$ cat config.mk
export PLATFORM = sky130hd
export DESIGN_NAME = async_queue_reader_flat
export DESIGN_NICKNAME = d
export VERILOG_FILES = /design/src/rtl/async_queue_reader_if.sv /design/src/rtl/async_queue_reader.sv /design/src/flat_wrapper.sv
export SDC_FILE = /design/constraint.sdc
export NUM_CORES = 1
export LEC_CHECK = 0
export ABC_AREA = 1
export CAP_MARGIN = 15
export CORE_AREA = 2 2 163 101
export CTS_BUF_LIST = sky130_fd_sc_hd__clkbuf_16
export CTS_CLUSTER_DIAMETER = 30
export DETAILED_ROUTE_END_ITERATION = 16
export DIE_AREA = 0 0 165 103
export PLACE_DENSITY_LB_ADDON = 0.15
export SYNTH_ARGS = -nofsm -noshare
export SYNTH_HDL_FRONTEND = slang
export SYNTH_SLANG_ARGS = --single-unit
$ cat constraint.sdc
create_clock -name clk -period 3.02 [get_ports clk]
set_clock_uncertainty 0.05 [all_clocks]
set_input_delay 0.604 -clock clk [delete_from_list [all_inputs] [get_ports clk]]
set_output_delay 0.604 -clock clk [all_outputs]
set_load 0.01 [all_outputs]
$ cat src/rtl/async_queue_reader_if.sv
// Pop-side bundle of the async queue plus the downstream valid/ready stream.
interface async_queue_reader_if #(
  parameter int W = 32
);
  logic         q_empty_r;
  logic         q_pop;
  logic [W-1:0] q_pop_data;
  logic         q_pop_data_vld_r;
  logic         out_vld;
  logic [W-1:0] out_data;
  logic         out_rdy;

  // Reader side: pops the queue, drives the stream.
  modport master (
    input  q_empty_r, q_pop_data, q_pop_data_vld_r, out_rdy,
    output q_pop, out_vld, out_data
  );

  // Environment side: the queue and the downstream consumer.
  modport slave (
    output q_empty_r, q_pop_data, q_pop_data_vld_r, out_rdy,
    input  q_pop, out_vld, out_data
  );
endinterface

$ cat src/rtl/async_queue_reader.sv
// Read-side controller for the async queue: credit-based popping into a small
// ring buffer, valid/ready output stream, flush/drain sequence, stray-data error.
module async_queue_reader #(
  parameter int W     = 32,
  parameter int D     = 4,
  parameter int CNT_W = 16
) (
  input  logic                 clk,
  input  logic                 rst_n,
  input  logic                 en,
  input  logic                 flush,
  async_queue_reader_if.master qif,
  output logic                 flush_done,
  output logic                 busy,
  output logic [CNT_W-1:0]     pop_cnt_r,
  output logic                 proto_err_r
);
  localparam int PW = (D > 1) ? $clog2(D) : 1;
  localparam int OW = $clog2(D + 1);

  typedef enum logic {RUN, FLUSH} state_t;

  state_t        state;
  logic [W-1:0]  mem [D];
  logic [PW-1:0] rd_ptr, wr_ptr;
  logic [OW-1:0] occ, occ_nxt;
  logic [OW:0]   credit_use;
  logic          inflight_r;
  logic          out_vld_r;
  logic          wr_en, rd_en, flush_now;

  function automatic logic [PW-1:0] ptr_inc(input logic [PW-1:0] p);
    return (p == PW'(D - 1)) ? '0 : p + 1'b1;
  endfunction

  assign busy         = (state == FLUSH);
  assign qif.out_vld  = out_vld_r;
  assign qif.out_data = mem[rd_ptr];

  // Pop decision and buffer write/read enables.
  // Credit counts the word already in flight so the buffer can never overflow.
  always_comb begin
    credit_use = {1'b0, occ} + (OW+1)'(inflight_r);
    flush_now  = (state == RUN) & flush;
    if (state == FLUSH) begin
      qif.q_pop = ~qif.q_empty_r;
    end else begin
      qif.q_pop = en & ~qif.q_empty_r & (credit_use < (OW+1)'(D));
    end
    wr_en   = (state == RUN) & ~flush & qif.q_pop_data_vld_r & inflight_r;
    rd_en   = (state == RUN) & out_vld_r & qif.out_rdy;
    occ_nxt = occ + OW'(wr_en) - OW'(rd_en);
  end

  // FSM: RUN <-> FLUSH, with a one-cycle flush_done pulse on exit.
  always_ff @(posedge clk or negedge rst_n) begin
    if (!rst_n) begin
      state      <= RUN;
      flush_done <= 1'b0;
    end else begin
      flush_done <= 1'b0;
      case (state)
        RUN: begin
          if (flush) state <= FLUSH;
        end
        FLUSH: begin
          if (qif.q_empty_r && !inflight_r) begin
            state      <= RUN;
            flush_done <= 1'b1;
          end
        end
        default: state <= RUN;
      endcase
    end
  end

  // Ring buffer pointers, occupancy and registered out_vld.
  always_ff @(posedge clk or negedge rst_n) begin
    if (!rst_n) begin
      rd_ptr    <= '0;
      wr_ptr    <= '0;
      occ       <= '0;
      out_vld_r <= 1'b0;
    end else if (flush_now || state == FLUSH) begin
      rd_ptr    <= '0;
      wr_ptr    <= '0;
      occ       <= '0;
      out_vld_r <= 1'b0;
    end else begin
      if (wr_en) wr_ptr <= ptr_inc(wr_ptr);
      if (rd_en) rd_ptr <= ptr_inc(rd_ptr);
      occ       <= occ_nxt;
      out_vld_r <= (occ_nxt != '0);
    end
  end

  // Buffer storage; contents are don't-care until written.
  always_ff @(posedge clk) begin
    if (wr_en) mem[wr_ptr] <= qif.q_pop_data;
  end

  // In-flight tracking, pop counter and sticky protocol error.
  always_ff @(posedge clk or negedge rst_n) begin
    if (!rst_n) begin
      inflight_r  <= 1'b0;
      pop_cnt_r   <= '0;
      proto_err_r <= 1'b0;
    end else begin
      inflight_r <= qif.q_pop;
      pop_cnt_r  <= pop_cnt_r + CNT_W'(qif.q_pop);
      if (qif.q_pop_data_vld_r && !inflight_r) proto_err_r <= 1'b1;
    end
  end
endmodule

$ cat src/flat_wrapper.sv
// flat-port wrapper written by rule: the top's interface ports become plain ports
module async_queue_reader_flat 
#(
  parameter int W     = 32,
  parameter int D     = 4,
  parameter int CNT_W = 16
)
  (clk, rst_n, en, flush, flush_done, busy, pop_cnt_r, proto_err_r, qif_q_empty_r, qif_q_pop_data, qif_q_pop_data_vld_r, qif_out_rdy, qif_q_pop, qif_out_vld, qif_out_data);
  async_queue_reader_if #(.W(W)) qif_i ();
  input  logic clk;
  input  logic rst_n;
  input  logic en;
  input  logic flush;
  output logic flush_done;
  output logic busy;
  output logic [CNT_W-1:0] pop_cnt_r;
  output logic proto_err_r;
  input wire logic [$bits(qif_i.q_empty_r)-1:0] qif_q_empty_r;
  input wire logic [$bits(qif_i.q_pop_data)-1:0] qif_q_pop_data;
  input wire logic [$bits(qif_i.q_pop_data_vld_r)-1:0] qif_q_pop_data_vld_r;
  input wire logic [$bits(qif_i.out_rdy)-1:0] qif_out_rdy;
  output wire logic [$bits(qif_i.q_pop)-1:0] qif_q_pop;
  output wire logic [$bits(qif_i.out_vld)-1:0] qif_out_vld;
  output wire logic [$bits(qif_i.out_data)-1:0] qif_out_data;
  assign qif_i.q_empty_r = qif_q_empty_r;
  assign qif_i.q_pop_data = qif_q_pop_data;
  assign qif_i.q_pop_data_vld_r = qif_q_pop_data_vld_r;
  assign qif_i.out_rdy = qif_out_rdy;
  assign qif_q_pop = qif_i.q_pop;
  assign qif_out_vld = qif_i.out_vld;
  assign qif_out_data = qif_i.out_data;
  async_queue_reader #(.W(W), .D(D), .CNT_W(CNT_W)) u_core (.clk(clk), .rst_n(rst_n), .en(en), .flush(flush), .qif(qif_i), .flush_done(flush_done), .busy(busy), .pop_cnt_r(pop_cnt_r), .proto_err_r(proto_err_r));
endmodule
==> Yosys cells after proc, flatten, opt, wreduce, memory -nomap -nowiden <==
Memory sizes are Yosys's and may differ from the RTL's.
Index checks and enable logic that the tools add are counted.
{ "totals": {"in_bits": 39, "ff_bits": 28, "output_inout_bits": 53, "ramBits": 128, "elab_cells": 53, "memories": 1} }
{ "memory_table": {"columns": ["name", "words", "width", "read_ports", "rd_ports_with_merged_regs", "write_ports", "line_no", "source"], "rows": [
  ["u_core.mem", 4, 32, 1, 0, 1, "async_queue_reader.sv:24", "logic [W-1:0] mem [D];"]
]} }
{ "op_classes": {"muxes": 16, "bitwise_logic": 11, "n_eq_ne": 2, "add_sub_neg": 6, "reduce_logical": 7, "magnitude_cmp": 1} }
{ "ops": {"columns": ["op", "count"], "rows": [
  ["16-bit by 1-bit adder with 16-bit output", 1],
  ["2-bit 2-to-1 mux", 6],
  ["1-bit AND", 8],
  ["1-bit 2-to-1 mux", 8],
  ["2-bit by 1-bit adder with 2-bit output, second input constant", 2],
  ["3-bit by 1-bit adder with 4-bit output", 1],
  ["2-bit == test, second input constant", 2],
  ["4-bit by 3-bit < comparator with 1-bit output, second input constant", 1],
  ["2-bit nonzero test", 2],
  ["3-bit by 1-bit adder with 3-bit output", 1],
  ["3-bit 2-to-1 mux", 1],
  ["1-bit inverter", 3],
  ["3-bit nonzero test", 1],
  ["3-bit by 1-bit subtractor with 3-bit output", 1],
  ["1-bit logical AND", 2],
  ["1-bit one-hot mux with 2 select lines", 1],
  ["1-bit logical NOT", 1],
  ["1-bit logical OR", 1]
]} }

==> Longest topological paths before layout <==
Gate-level depths: netlist of the first run.
{ "depth": {"depth_word": 8, "ltp_mapped": 13, "depth_no_buf": 13} }

==> Worst setup path before layout of the first run <==
Ideal clock, no wire load.
{ "synth_timing": {"path_type": "in2reg", "startpoint": "input port flush", "endpoint": "memory u_core.mem[0][0] (enable)", "arrival_time_ps": 2300, "path_stages": 3, "path_buffers": 0, "setup_ps": 421, "required_ps": 2549, "path_slack_ps": 249, "cell_sequence": "nor2_2 -> nand3_2 -> nor2_1"} }
{ "synth_between": {"elab_chain_len": 6} }
{ "synth_rtl": {"columns": ["element", "line_no", "source"], "rows": [
  ["start: declaration", "flat_wrapper.sv:13", "input logic flush;"],
  ["1-bit inverter", "async_queue_reader.sv:50", "wr_en = (state == RUN) & ~flush & qif.q_pop_data_vld_r & inflight_r;"],
  ["1-bit AND (3 in a row)", "async_queue_reader.sv:50", null],
  ["1-bit 2-to-1 mux", "async_queue_reader.sv:99", "if (wr_en) mem[wr_ptr] <= qif.q_pop_data;"],
  ["1-bit 2-to-1 mux (not written as such)", "async_queue_reader.sv:99", null],
  ["end: declaration", "async_queue_reader.sv:24", null]
]} }
No other way between the ends.

==> Worst setup path after layout of the first run <==
{ "layout_timing": {"startpoint": "register u_core.rd_ptr[0]", "endpoint": "output port qif_out_data[28]"} }
{ "layout_between": {"elab_chain_len": 1} }
{ "layout_rtl": {"columns": ["element", "line_no", "source"], "rows": [
  ["start: declaration", "async_queue_reader.sv:25", "logic [PW-1:0] rd_ptr, wr_ptr;"],
  ["start signal: assignment", "async_queue_reader.sv:91", "if (rd_en) rd_ptr <= ptr_inc(rd_ptr);"],
  ["memory 4 x 32 bit", null, null],
  ["end: declaration", "flat_wrapper.sv:24", "output wire logic [$bits(qif_i.out_data)-1:0] qif_out_data;"]
]} }
No other way between the ends.

==> summary.txt, run 1 <==
Finish
  – Fin area: 8010 um2
  – Ant diodes: 0
  – Count of nets after finishing: 618
  – FF/Latch Area: 4550 um2
  – Share of post-route cells with drive strength above 1: 10.2%
  – Area delta synth->final: 30.5%
  – Non-Filler Instances: 790
  – Layout filler cell count: 1,365
  – Area of the multi-input gates: 1400 um2

Global routing
  – First-pass GRT wire length: 19,900 um
  – Met3 usage: 3.90%
  – Met1 usage in global routing: 23.0%
  – Total gr overflow: 0
  – Largest net degree at the start of global routing: 49
  – Vias in the first global route: 3,663
  – GR Util All Layers: 15.8%
  – Routing usage on met2: 23.6%
  – Top Usage Layer GRT: met2
  – Initial antenna violation count: 0

Pwr
  – Clock group share of total power: 43.9%
  – Total power: 5100 uW
  – LEAKAGE: 0.00286 uW
  – Gate power share: 7.6%
  – Switching share of total power: 21.6%
  – Net load switching power: 1100 uW
  – Sequential power share: 48.5%
  – Pwr Density: 637 nW/um2
  – VDD IR max: 0.000308 V
  – Pint: 4000 uW

Route
  – Final ANT Viol Nets: 0
  – Wire length per cell: 16.4 um
  – Vias: 3,896
  – Residual DRC: 0
  – Aggregate routed wire length: 12,900 um
  – Vias per cell: 4.93
  – TritonRoute pass-1 iters: 5
  – Number of DRC markers in iteration 0: 256

Floorplan
  – Initial Utilization: 39.0%
  – Num ports: 92
  – Die height: 103 um
  – Row cnt: 36
  – Die boundary width: 165 um
  – Core ar.: 15,700 um2
  – Total die area: 17,000 um2

Placed design
  – Pre-CTS setup slack: 0.354 ns
  – Detail Placement HPWL: 8030 um
  – PortBufs: 91
  – Cells after DPL: 758
  – Placed Area: 7380 um2
  – GPL Wtd Cong: 0.704

Min path
  – Hold wc startpoint: u_core.proto_err_r
  – Min-Delay Path Class: reg2reg

Synth
  – Post-Syn Instances: 464
  – Yosys Warn Count: 0
  – Most used DFF post-synth: edfxtp_1
  – Syn_nets: 514
  – Synth top area share: 62.6%
  – Post-Syn Area: 6140 um2
  – Synth top cells by count: edfxtp_1 (128), nor2_1 (90), o21ai_0 (41)
  – Count leader, synth: edfxtp_1
  – Largest cells by area after synthesis: edfxtp_1 (63%), dfrtp_1 (11%), nor2_1 (5.5%)
  – Synth Register Bits: 156
  – Count of different cell masters after synthesis: 28
  – Asr flop ratio synth: 17.9%
  – Syn avg cell area: 13.2 um2
  – Sequential cell area fraction in the yosys report: 74.0%
  – Dominant cell type by area after synthesis: edfxtp_1
  – Post-synth EDFFs: 128

CTS
  – Setup Fix Bufs, Post-CTS: 0
  – CTS tree: built
  – CTS root buffer: clkbuf_16
  – Clk buf depth: 2
  – Clock slew at reported path FFs: 0.07 ns
  – H-tree Lvls: 4
  – # clock sinks: 156
  – # resized after CTS: 0
  – Worst skew pair latency: 0.42 ns
  – Hold-fix buffers, CTS: 0
  – CTS buffer count: 17

Outcome
  – Outcome: completed

STA
  – Crit share post-route: 96.5%
  – FMAX: 343 MHz
  – Fin Setup TNS: 0 ns
  – RSZ-0062 raised after global routing: no
  – Final Max Tran Viols: 0
  – Post-route minimum period: 2.91 ns
  – Final hold vios: 0
  – Final setup vio count: 0
  – Slew HR: 75.4%
  – Slew @ Worst Pin: 0.368 ns
  – Worst Slack Setup Final: 0.105 ns

Worst setup path
  – Worst setup SP type: flop
  – Critical path type: reg2out
  – CP Max Fanout: 20
  – CP Launch Point: u_core.rd_ptr[0]
  – Setup crit end kind: output pin
  – Critical Path AT: 2.26 ns
  – Critical Path RT: 2.37 ns
  – Reg-to-reg startpoint: u_core.occ[1]

Flow run
  – Max-cap violations: 0
## flip-flops by register name (all words and copies together), names as in the netlist
register and flops:
u_core.pop_cnt_r 16, u_core.qif.out_vld 1, u_core.rd_ptr 2, u_core.mem 128, u_core.inflight_r 1, u_core.flush_done 1
u_core.proto_err_r 1, u_core.occ 3, u_core.busy 1, u_core.wr_ptr 2
## path summary, 6_finish.rpt
| check | cells past startpoint | end | slack [ns] |
|---|---|---|---|
| max | 5 | qif_out_data[28] | 0.11 |
| min | 1 | u_core.proto_err_r | 0.45 |
| max reg2reg | 12 | u_core.pop_cnt_r[12] | 0.74 |
| min reg2reg | 1 | u_core.proto_err_r | 0.45 |
| max in group asynchronous | 2 | u_core.rd_ptr[0] | 2.10 |
| min in group asynchronous | 2 | u_core.pop_cnt_r[7] | 0.51 |
## critical path: stages, from the launching register on
cell,delay [ns]
dfrtp_4,0.59
inv_2,0.12
buf_4,0.22
o21ai_0,0.11
o22ai_1,0.21
clkdlybuf4s50_1,0.59
## layout make-up
type                    instances  share of cell area (%)
clock buffers                  17                    5.31
inverters                      25                    1.17
well taps                     209                    3.27
clock inverters                15                    2.45
repair buffers                105                    13.5
multi-input cells             263                    17.5
flip-flops and latches        156                    56.8
## stage by stage
step	hold slack [ns]	util, %
after floorplan	0.258	-
after global placement	0.419	46.9
after detailed placement	0.428	46.9
after CTS	0.455	50.9
after global routing	0.487	50.9
final	0.447	50.9
## layout by cell type (no fill, tap or decap), drive strengths merged, types with 5 or more instances in the layout
master	synthesis	routed
buf	12	14
clkbuf	8	17
clkdlybuf4s50	0	90
dfrtp	28	28
edfxtp	128	128
ha	10	10
inv	25	31
nand2	31	31
nand3	11	11
nor2	92	92
o21ai	67	67
o22ai	32	32
xnor2	6	6
xor2	5	5
## power groups by stage
| stage | clock, uW | combinational [uW] | sequential, uW |
|---|---|---|---|
| 2_1_floorplan | 0 | 119 | 2530 |
| 3_3_place_gp | 0 | 386 | 2520 |
| 3_5_place_dp | 0 | 390 | 2520 |
| 4_1_cts | 2280 | 392 | 2480 |
| 5_1_grt | 2370 | 424 | 2480 |
| 6_report | 2240 | 386 | 2480 |
## cell families (layout without fill, tap and decap cells)
family                     after synthesis  in the layout  synth area share [%]
AOI/OAI and AO/OA                      105            105                  9.48
buffers and inverters                   45            162                  3.71
DFF                                    156            156                  74.0
and+or+nand+nor                        136            136                  8.85
xor gates and xnor gates                11             11                  1.57
adders and majority gates               11             11                  2.36
## metal layers
layer / vias up / wire length [um]
met2: 122 / 5640
met5: - / 0
met1: 1889 / 6330
met4: 0 / 123
met3: 12 / 830
li1: 1873 / -
Power figures use the tool's default switching activity.
==> run 2, diff against run 1 <==
--- a/config.mk
+++ b/config.mk
@@ -7,6 +7,8 @@
 export LEC_CHECK = 0
 export ABC_AREA = 1
 export CAP_MARGIN = 15
+export CELL_PAD_IN_SITES_DETAIL_PLACEMENT = 1
+export CELL_PAD_IN_SITES_GLOBAL_PLACEMENT = 1
 export CORE_AREA = 2 2 163 101
 export CTS_BUF_LIST = sky130_fd_sc_hd__clkbuf_16
 export CTS_CLUSTER_DIAMETER = 30
==> run 2 against run 1 <==
  * Design area shrank 0.42%
  * Via count grew 1.8%
  * Sequential share of layout area grew 0.21 points
  * Setup slack gained 0.020 ns
  * Sequential power is essentially flat
  * Critical path depth is the same
  * Final cell count grew 0.51%
==> summary.txt, run 2 (same netlist as run 1, synthesis figures left out) <==
Outcome
  – Outcome: completed

Placed design
  – PortBufs: 91
  – Detail Placement HPWL: 9280 um
  – GPL Wtd Cong: 0.700

STA
  – FMAX: 345 MHz
  – Slew @ Worst Pin: 0.375 ns
  – Post-route minimum period: 2.90 ns
  – Final hold vios: 0
  – RSZ-0062 raised after global routing: no
  – Final Max Tran Viols: 0
  – Fin Setup TNS: 0 ns
  – Crit share post-route: 95.9%
  – Slew HR: 74.8%
  – Final setup vio count: 0

Finish
  – Share of post-route cells with drive strength above 1: 10.9%
  – Ant diodes: 0
  – Biggest regs: u_core.mem: 128 flops, u_core.pop_cnt_r: 16 flops, u_core.occ: 3 flops
  – Largest register FFs: 128
  – Largest Register: u_core.mem
  – Most common cell after layout, fill and taps aside: edfxtp_1
  – Count of nets after finishing: 622
  – Area delta synth->final: 29.9%
  – Core Util, Final: 50.7%
  – Commonest non-fill, non-tap cells in the layout: edfxtp_1 (128), clkdlybuf4s50_1 (91), nor2_1 (86)

Route
  – Final ANT Viol Nets: 0
  – Wire length per cell: 18.6 um
  – Residual DRC: 0
  – Vias: 3,968
  – TritonRoute pass-1 iters: 5
  – Number of DRC markers in iteration 0: 203
  – Vias per cell: 5.00
  – Aggregate routed wire length: 14,800 um

Worst setup path
  – Setup crit end kind: output pin
  – Worst setup SP type: flop
  – Critical Path AT: 2.24 ns
  – CP Max Fanout: 18
  – Crit path largest cell delay: 0.58 ns
  – Crit path cell chain: inv_2, buf_4, o21ai_0, o22ai_2, clkdlybuf4s50_1
  – Reg2reg setup slack: 0.64 ns
  – R2r worst-path depth: 12
  – Critical path type: reg2out
  – Reg-to-reg startpoint: u_core.occ[1]
  – Critical Path End: qif_out_data[30]
  – CP Launch Point: u_core.rd_ptr[0]
  – Critical Path RT: 2.37 ns
  – RR Endpoint: u_core.pop_cnt_r[10]
  – Slowest cell on crit path: clkdlybuf4s50_1

Min path
  – Worst Hold Depth: 1
  – Min-Delay Path Class: reg2reg

Pwr
  – Sequential power share: 49.1%
  – Switching share of total power: 22.6%
  – Pwr Density: 634 nW/um2
  – Clock group share of total power: 43.1%
  – VDD IR max: 0.000311 V
  – Net load switching power: 1140 uW
  – Pint: 3910 uW
  – LEAKAGE: 0.00285 uW
  – Gate power share: 7.8%

CTS
  – Setup Fix Bufs, Post-CTS: 0
  – CTS tree: built
  – # resized after CTS: 1
  – Hold-fix buffers, CTS: 0
  – Clk buf depth: 2
  – Clock slew at reported path FFs: 0.06 ns
  – # clock sinks: 156
  – Worst skew pair latency: 0.42 ns
  – CTS buffer count: 17
  – CTS root buffer: clkbuf_16
  – H-tree Lvls: 4

Floorplan
  – Row cnt: 36
  – Num ports: 92
  – Core ar.: 15,700 um2
  – Initial Utilization: 39.0%
  – Die height: 103 um
  – Total die area: 17,000 um2
  – Die boundary width: 165 um

Global routing
  – Vias in the first global route: 4,182
  – GR Util All Layers: 18.6%
  – Largest net degree at the start of global routing: 37
  – Initial antenna violation count: 0
  – Total gr overflow: 0
  – First-pass GRT wire length: 22,800 um

Flow run
  – Max-cap violations: 0
run 2: final cells by class:
type | instances | area (um2)
repair buffers | 109 | 1070
flip-flops and latches | 156 | 4550
inverters | 25 | 93.8
clock buffers | 17 | 425
multi-input cells | 263 | 1400
well taps | 209 | 262
clock inverters | 15 | 171
fillers | 1583 | 7740
run 2: power by group through the flow:
stage          logic (uW)  registers, uW  clock network, uW
2_1_floorplan         119           2530                  0
3_3_place_gp          389           2520                  0
3_5_place_dp          399           2530                  0
4_1_cts               402           2480               2230
5_1_grt               438           2490               2320
6_report              394           2480               2180
run 2: routing by layer:
metal | global-route usage [%] | routed length [um] | up-vias
met1 | 24.8 | 7080 | 1998
met5 | 0 | 0 | -
li1 | - | - | 1876
met3 | 5.23 | 543 | 21
met4 | 6.69 | 204 | 0
met2 | 29.5 | 6940 | 73
run 2: worst min path at each step:
| stage | to | from |
|---|---|---|
| 6_report | u_core.proto_err_r | u_core.proto_err_r |
| 4_1_cts | u_core.proto_err_r | u_core.proto_err_r |
| 2_1_floorplan | u_core.busy | rst_n |
| 3_5_place_dp | u_core.proto_err_r | u_core.proto_err_r |
| 5_1_grt | u_core.proto_err_r | u_core.proto_err_r |
| 3_3_place_gp | u_core.proto_err_r | u_core.proto_err_r |
run 2: per-stage QoR:
step / cells / setup slack, ns / area [um2] / hold slack, ns / total power [uW]
after CTS: 794 / 0.0720 / 7970 / 0.449 / 5110
final: 794 / 0.125 / 7980 / 0.439 / 5050
after global routing: 794 / 0.0317 / 7980 / 0.490 / 5250
after detailed placement: 762 / 0.312 / 7370 / 0.424 / 2920
after global placement: 762 / 0.394 / 7370 / 0.415 / 2910
after floorplan: 464 / 0.249 / 6140 / 0.258 / 2650
run 2: worst max-delay path, delay by kind of cell (launching register included):
kind / cells / cell delay (ns)
compound gates: 2 / 0.40
buf+inv: 3 / 1.01
flops: 1 / 0.41
